--- config.mk ---
export PLATFORM = sky130hd
export DESIGN_NAME = weight_stream_dot_accumulator
export DESIGN_NICKNAME = d
export VERILOG_FILES = /design/src/rtl/dot_accum_pkg.sv /design/src/rtl/fixed_adder_tree.sv /design/src/rtl/weight_stream_dot_accumulator.sv
export SDC_FILE = /design/constraint.sdc
export NUM_CORES = 2
export LEC_CHECK = 0
export CORE_UTILIZATION = 55
export CTS_BUF_LIST = sky130_fd_sc_hd__clkbuf_8
export CTS_CLUSTER_DIAMETER = 120
export DETAILED_ROUTE_END_ITERATION = 8
export PLACE_DENSITY = 0.75
export RECOVER_POWER = 50
export SETUP_SLACK_MARGIN = 0.1
export SYNTH_ARGS = -nofsm -noshare
export SYNTH_HDL_FRONTEND = slang
export SYNTH_SLANG_ARGS = --single-unit
--- constraint.sdc ---
create_clock -name clk -period 13.6 [get_ports clk]
set_input_delay 2.72 -clock clk [delete_from_list [all_inputs] [get_ports clk]]
set_output_delay 2.72 -clock clk [all_outputs]
set_load 0.005 [all_outputs]
--- src/rtl/dot_accum_pkg.sv ---
`default_nettype none
// ============================================================================
// Module      : dot_accum_pkg
// Description : Shared width helpers and default precisions for the
//               fixed-point linear-layer dot-product blocks.
// Contents    : out_width() - result width of a PAR-lane, DEPTH-beat dot
//                             product that can never overflow
//               out_frac()  - fractional bits of a product
//               DEFAULT_*   - default lane count, depth and precisions
// Revision    : 1.0 - initial release
// ============================================================================
package dot_accum_pkg;

    localparam int DEFAULT_PARALLELISM          = 4;
    localparam int DEFAULT_IN_DEPTH             = 8;
    localparam int DEFAULT_DATA_IN_PRECISION_0  = 16;
    localparam int DEFAULT_DATA_IN_PRECISION_1  = 3;
    localparam int DEFAULT_WEIGHT_PRECISION_0   = 16;
    localparam int DEFAULT_WEIGHT_PRECISION_1   = 3;

    // Product width plus one growth bit per doubling of lanes and of beats.
    function automatic int out_width(input int din_w, input int w_w,
                                     input int par, input int depth);
        return din_w + w_w + $clog2(par) + $clog2(depth);
    endfunction

    // Binary points add under multiplication; summation does not move them.
    function automatic int out_frac(input int din_f, input int w_f);
        return din_f + w_f;
    endfunction

endpackage
`default_nettype wire

--- src/rtl/fixed_adder_tree.sv ---
`default_nettype none
// ============================================================================
// Module      : fixed_adder_tree
// Description : Combinational signed adder tree. Reduces IN_SIZE signed
//               operands to one sum, growing one bit per tree level so the
//               result can never overflow.
// Ports       : data_in  [IN_WIDTH-1:0] x IN_SIZE   signed operands
//               data_out [IN_WIDTH+$clog2(IN_SIZE)-1:0]  signed sum
// Revision    : 1.0 - initial release
// ============================================================================
module fixed_adder_tree #(
    parameter int IN_SIZE  = 4,
    parameter int IN_WIDTH = 32
) (
    input  logic signed [IN_WIDTH-1:0]                  data_in [IN_SIZE],
    output logic signed [IN_WIDTH+$clog2(IN_SIZE)-1:0]  data_out
);

    localparam int LEVELS    = $clog2(IN_SIZE);
    localparam int LEAVES    = 1 << LEVELS;
    localparam int OUT_WIDTH = IN_WIDTH + LEVELS;

    // Heap-ordered binary tree: node 0 is the root, leaves occupy
    // LEAVES-1 .. 2*LEAVES-2, children of node i are 2i+1 and 2i+2.
    // Every node carries the full output width; synthesis trims the
    // unused upper bits of the lower levels.
    logic signed [OUT_WIDTH-1:0] node [0:2*LEAVES-2];

    generate
        for (genvar j = 0; j < LEAVES; j++) begin : g_leaf
            if (j < IN_SIZE) begin : g_used
                assign node[LEAVES-1+j] = OUT_WIDTH'(data_in[j]);
            end else begin : g_pad
                // Non-power-of-two sizes are padded with zeros.
                assign node[LEAVES-1+j] = '0;
            end
        end

        for (genvar i = 0; i < LEAVES-1; i++) begin : g_node
            assign node[i] = node[2*i+1] + node[2*i+2];
        end
    endgenerate

    assign data_out = node[0];

endmodule
`default_nettype wire

--- src/rtl/weight_stream_dot_accumulator.sv ---
`default_nettype none
// ============================================================================
// Module      : weight_stream_dot_accumulator
// Description : Joins an activation beat with a weight beat, multiplies the
//               lanes, reduces them to a beat sum and accumulates IN_DEPTH
//               beats into one signed dot-product result.
// Ports       : clk, rst                      clock, sync active-high reset
//               data_in / data_in_valid / data_in_ready   activation stream
//               weight  / weight_valid  / weight_ready    weight stream
//               data_out / data_out_valid / data_out_ready result stream
// Revision    : 1.0 - initial release
// ============================================================================
module weight_stream_dot_accumulator
    import dot_accum_pkg::*;
#(
    parameter int PARALLELISM          = DEFAULT_PARALLELISM,
    parameter int IN_DEPTH             = DEFAULT_IN_DEPTH,
    parameter int DATA_IN_PRECISION_0  = DEFAULT_DATA_IN_PRECISION_0,
    parameter int DATA_IN_PRECISION_1  = DEFAULT_DATA_IN_PRECISION_1,
    parameter int WEIGHT_PRECISION_0   = DEFAULT_WEIGHT_PRECISION_0,
    parameter int WEIGHT_PRECISION_1   = DEFAULT_WEIGHT_PRECISION_1,
    parameter int DATA_OUT_PRECISION_0 = out_width(DATA_IN_PRECISION_0, WEIGHT_PRECISION_0,
                                                   PARALLELISM, IN_DEPTH),
    parameter int DATA_OUT_PRECISION_1 = out_frac(DATA_IN_PRECISION_1, WEIGHT_PRECISION_1)
) (
    input  logic                                   clk,
    input  logic                                   rst,
    input  logic signed [DATA_IN_PRECISION_0-1:0]  data_in [PARALLELISM],
    input  logic                                   data_in_valid,
    output logic                                   data_in_ready,
    input  logic signed [WEIGHT_PRECISION_0-1:0]   weight [PARALLELISM],
    input  logic                                   weight_valid,
    output logic                                   weight_ready,
    output logic signed [DATA_OUT_PRECISION_0-1:0] data_out,
    output logic                                   data_out_valid,
    input  logic                                   data_out_ready
);

    localparam int PROD_WIDTH = DATA_IN_PRECISION_0 + WEIGHT_PRECISION_0;
    localparam int SUM_WIDTH  = PROD_WIDTH + $clog2(PARALLELISM);
    localparam int CNT_WIDTH  = $clog2(IN_DEPTH) + 1;

    // The result width and binary point are derived; reject overrides that
    // would break the no-overflow guarantee.
    generate
        if (IN_DEPTH < 1) begin : g_bad_depth
            $error("IN_DEPTH must be at least 1");
        end
        if (DATA_OUT_PRECISION_0 != out_width(DATA_IN_PRECISION_0, WEIGHT_PRECISION_0,
                                              PARALLELISM, IN_DEPTH)) begin : g_bad_width
            $error("DATA_OUT_PRECISION_0 is derived and must not be overridden");
        end
        if (DATA_OUT_PRECISION_1 != out_frac(DATA_IN_PRECISION_1,
                                             WEIGHT_PRECISION_1)) begin : g_bad_frac
            $error("DATA_OUT_PRECISION_1 is derived and must not be overridden");
        end
    endgenerate

    logic signed [PROD_WIDTH-1:0]           product [PARALLELISM];
    logic signed [SUM_WIDTH-1:0]            beat_sum;
    logic signed [DATA_OUT_PRECISION_0-1:0] beat_sum_ext;
    logic signed [DATA_OUT_PRECISION_0-1:0] acc;
    logic signed [DATA_OUT_PRECISION_0-1:0] acc_next;
    logic        [CNT_WIDTH-1:0]            beat_cnt;
    logic                                   is_last;
    logic                                   out_free;
    logic                                   can_accept;
    logic                                   fire;

    generate
        for (genvar i = 0; i < PARALLELISM; i++) begin : g_lane
            assign product[i] = data_in[i] * weight[i];
        end
    endgenerate

    // Summing at product width and sign-extending afterwards is numerically
    // identical to extending each product first, and keeps the tree narrow.
    fixed_adder_tree #(
        .IN_SIZE  (PARALLELISM),
        .IN_WIDTH (PROD_WIDTH)
    ) u_adder_tree (
        .data_in  (product),
        .data_out (beat_sum)
    );

    assign beat_sum_ext = DATA_OUT_PRECISION_0'(beat_sum);
    assign acc_next     = acc + beat_sum_ext;

    // Only the last beat needs a free output slot; earlier beats only touch
    // the accumulator and keep flowing under output backpressure.
    assign is_last    = (beat_cnt == CNT_WIDTH'(IN_DEPTH - 1));
    assign out_free   = !data_out_valid || data_out_ready;
    assign can_accept = !is_last || out_free;

    // Each ready depends on the other stream's valid so that the two streams
    // are always consumed together.
    assign data_in_ready = weight_valid && can_accept;
    assign weight_ready  = data_in_valid && can_accept;
    assign fire          = data_in_valid && weight_valid && can_accept;

    always_ff @(posedge clk) begin
        if (rst) begin
            beat_cnt       <= '0;
            acc            <= '0;
            data_out       <= '0;
            data_out_valid <= 1'b0;
        end else begin
            if (data_out_valid && data_out_ready) begin
                data_out_valid <= 1'b0;
            end
            if (fire) begin
                if (is_last) begin
                    // Overrides the clear above so back-to-back results
                    // leave no bubble.
                    data_out       <= acc_next;
                    data_out_valid <= 1'b1;
                    acc            <= '0;
                    beat_cnt       <= '0;
                end else begin
                    acc            <= acc_next;
                    beat_cnt       <= beat_cnt + CNT_WIDTH'(1);
                end
            end
        end
    end

endmodule
`default_nettype wire
==> flow_summary.yaml <==
outcome:
  status: "complete, but fails checks"
  violations: "capacitance limit, slew limit"
logic_synthesis:
  synthCells: 4777
  synthArstFlopShare_pct: 0
  synth_area_leaders: "fa_1 (58%), inv_1 (12%), ha_1 (8.4%)"
  synth_top_cell_by_area: "fa_1"
  ys_warn_count: 0
  avgSynthCellArea_sq_um: 9.62
  syn_area_sq_um: 45900
  synth_nets: 6558
  synth_ff_type: "dfxtp_1"
  ys_seq_area_share_pct: 3.44
  yosysMostFrequentCell: "inv_1"
  ys_seq_elements: 79
  yosysUniqueCellTypes: 59
  synth_commonest_cells: "inv_1 (1461), fa_1 (1339), nand2_1 (580)"
  synth_edf_count: 0
  synth_top_area_share_pct: 58.3
global_route:
  grt_pass1_wl_um: 186000
  grtUsageTotal_pct: 27.9
  first_global_vias: 35000
  gr-total-overflow: 0
  grt_max_degree: 39
  antenna_found_initial: 9
routing:
  post_drt_wl_per_cell_um: 18.5
  first_pass_iters: 6
  wl_um: 109000
  vias_per_cell: 5.18
  vias: 30600
  final_antenna_net_count: 0
  drt_iter0_drc: 1779
  route.detailed.drc: 0
setup_path:
  crit_type: "in -> reg"
  path_max_fanout: 16
  worstSetupEndpointType: "flip-flop"
  r2r_start: "acc[15]"
  worst_ep_arrival_time_ns: 11.99
  startpoint: "data_in[15]"
  cp_data_required_time_ns: 13.83
  cp-start-kind: "input port"
sta:
  worst_slew_pin_slew_ns: 3.28
  setup_viol: 0
  slew_viol_final: 39
  finalClockSkew_ns: 0.0124
  fin_tns_setup_ns: 0
  report.final.hold_viol_count: 0
  max_slew_margin_pct: -119
  rsz0062_at_grt: "false"
  fin_crit_ns: 11.77
  max_clock_freq_mhz: 85.0
  min_period_over_period_pct: 86.5
  holdWs_ns: 0.457
clock_network:
  cts.sinks: 79
  h-tree-depth: 3
  cts_hold_buf: 0
  cts_buffers: 9
  clkLatencyLatePin_ns: 0.38
  postCtsSetupBuffers: 0
  cts_root_buffer: "clkbuf_8"
  cts_resized: 0
  clk_path_buf_depth: 2
  path_clk_slew_ns: 0.08
  cts_tree: "built"
finish:
  synthToLayoutAreaGrowth_pct: 6.09
  final_nets: 6611
  finalNonFillerCells: 5911
  drive_above_1_share_pct: 1.08
  final_cell_area_sq_um: 48700
floorplanning:
  pin_count: 173
  core.rowCount: 105
  fp.dieH_um: 291
  coreArea_sq_um: 82400
  fp.dieArea_sq_um: 84700
  start_util_pct: 55.8
  dieWidth_um: 291
worst_hold_path:
  hp-class: "reg -> reg"
  min_from: "data_out[13]"
flow_run:
  cap_violations: 1
placement:
  gp_congestion: 0.909
  dpl_cell_area_sq_um: 48600
  detailed_place_hpwl_um: 101000
  dpl.cell_count: 5889
  portBuffers: 172
==> layout make-up <==
class | instances | area (sq um)
diodes | 6 | 15.0
inverters | 1464 | 5500
multi-input cells | 3084 | 38300
well taps | 1070 | 1340
clock inverters | 7 | 35.0
fillers | 6907 | 33600
clock buffers | 9 | 124
flip-flops and latches | 79 | 1580
repair buffers | 192 | 1870
==> worst max-delay path, stage by stage <==
cell and delay [ns]:
clkdlybuf4s50_1 0.82, nand2_1 0.50, inv_1 0.50, fa_1 0.50
inv_1 0.08, fa_1 0.43, fa_1 0.50, inv_1 0.05
fa_1 0.50, fa_1 0.58, fa_1 0.47, fa_1 0.63
fa_1 0.47, fa_1 0.55, inv_1 0.06, fa_1 0.48
inv_1 0.04, ha_1 0.37, a21oi_2 0.17, o221ai_1 0.15
a221oi_2 0.44, a21oi_1 0.19, nor2_1 0.23, o21ai_0 0.17
xnor2_1 0.25, o21ai_0 0.12
==> sequential cells by signal, summed over array words and instances (netlist names) <==
name and count:
data_out 37, acc 37, data_out_valid 1, beat_cnt 4
==> cell usage in the layout (no fill, tap or decap), drive strengths merged, types with 2 or more instances in the layout <==
cell,instances
mux2i,9
clkinvlp,2
a22o,22
ha,309
a21oi,39
xnor2,34
nand4,4
a221oi,3
clkbuf,9
a21o,10
o21bai,4
diode,6
o21a,6
fa,1339
o21ai,42
buf,20
xor2,9
clkinv,4
or2,2
nor2b,12
and2,454
a21boi,2
dfxtp,79
and3,4
nand2,580
nand3,20
a22oi,15
nor2,79
dlygate4sd3,42
o31ai,7
a211oi,4
nand2b,41
or3,4
inv,1465
nor3b,4
nor3,13
o2111ai,2
clkdlybuf4s50,130
o311ai,2
==> per-layer routing <==
layer	wire length [um]	track usage, %
met1	47800	39.7
met2	52800	46.2
met3	6770	3.35
met4	2050	6.41
met5	58	0
==> final timing paths <==
path | endpoint | slack [ns] | cells past startpoint
max | acc[26] | 1.83 | 26
min | data_out[13] | 0.46 | 2
max reg2reg | acc[26] | 6.05 | 24
min reg2reg | data_out[13] | 0.46 | 2
==> per-stage QoR <==
| stage | util, % | setup WS (ns) |
|---|---|---|
| 6_report | 59.2 | 1.83 |
| 5_1_grt | 59.2 | 1.41 |
| 4_1_cts | 59.2 | 1.82 |
| 3_5_place_dp | 59.0 | 1.48 |
| 3_3_place_gp | 59.0 | 1.57 |
| 2_1_floorplan | - | 3.00 |
==> cell families (layout without fill, tap and decap cells) <==
family / count (synthesis) / in the layout / share of synthesized area (%)
adder cells (fa/ha/maj): 1648 / 1648 / 66.8
buffers and inverters: 1614 / 1672 / 13.2
AND/OR/NAND/NOR: 1218 / 1218 / 13.0
AO/OA/AOI/OAI: 166 / 166 / 2.60
flip-flops: 79 / 79 / 3.44
XOR/XNOR: 43 / 43 / 0.820
multiplexers: 9 / 9 / 0.196
other: 0 / 6 / 0
Power is not shown: default switching activity piles up to over one toggle a cycle in this logic, so the estimate is an artifact.
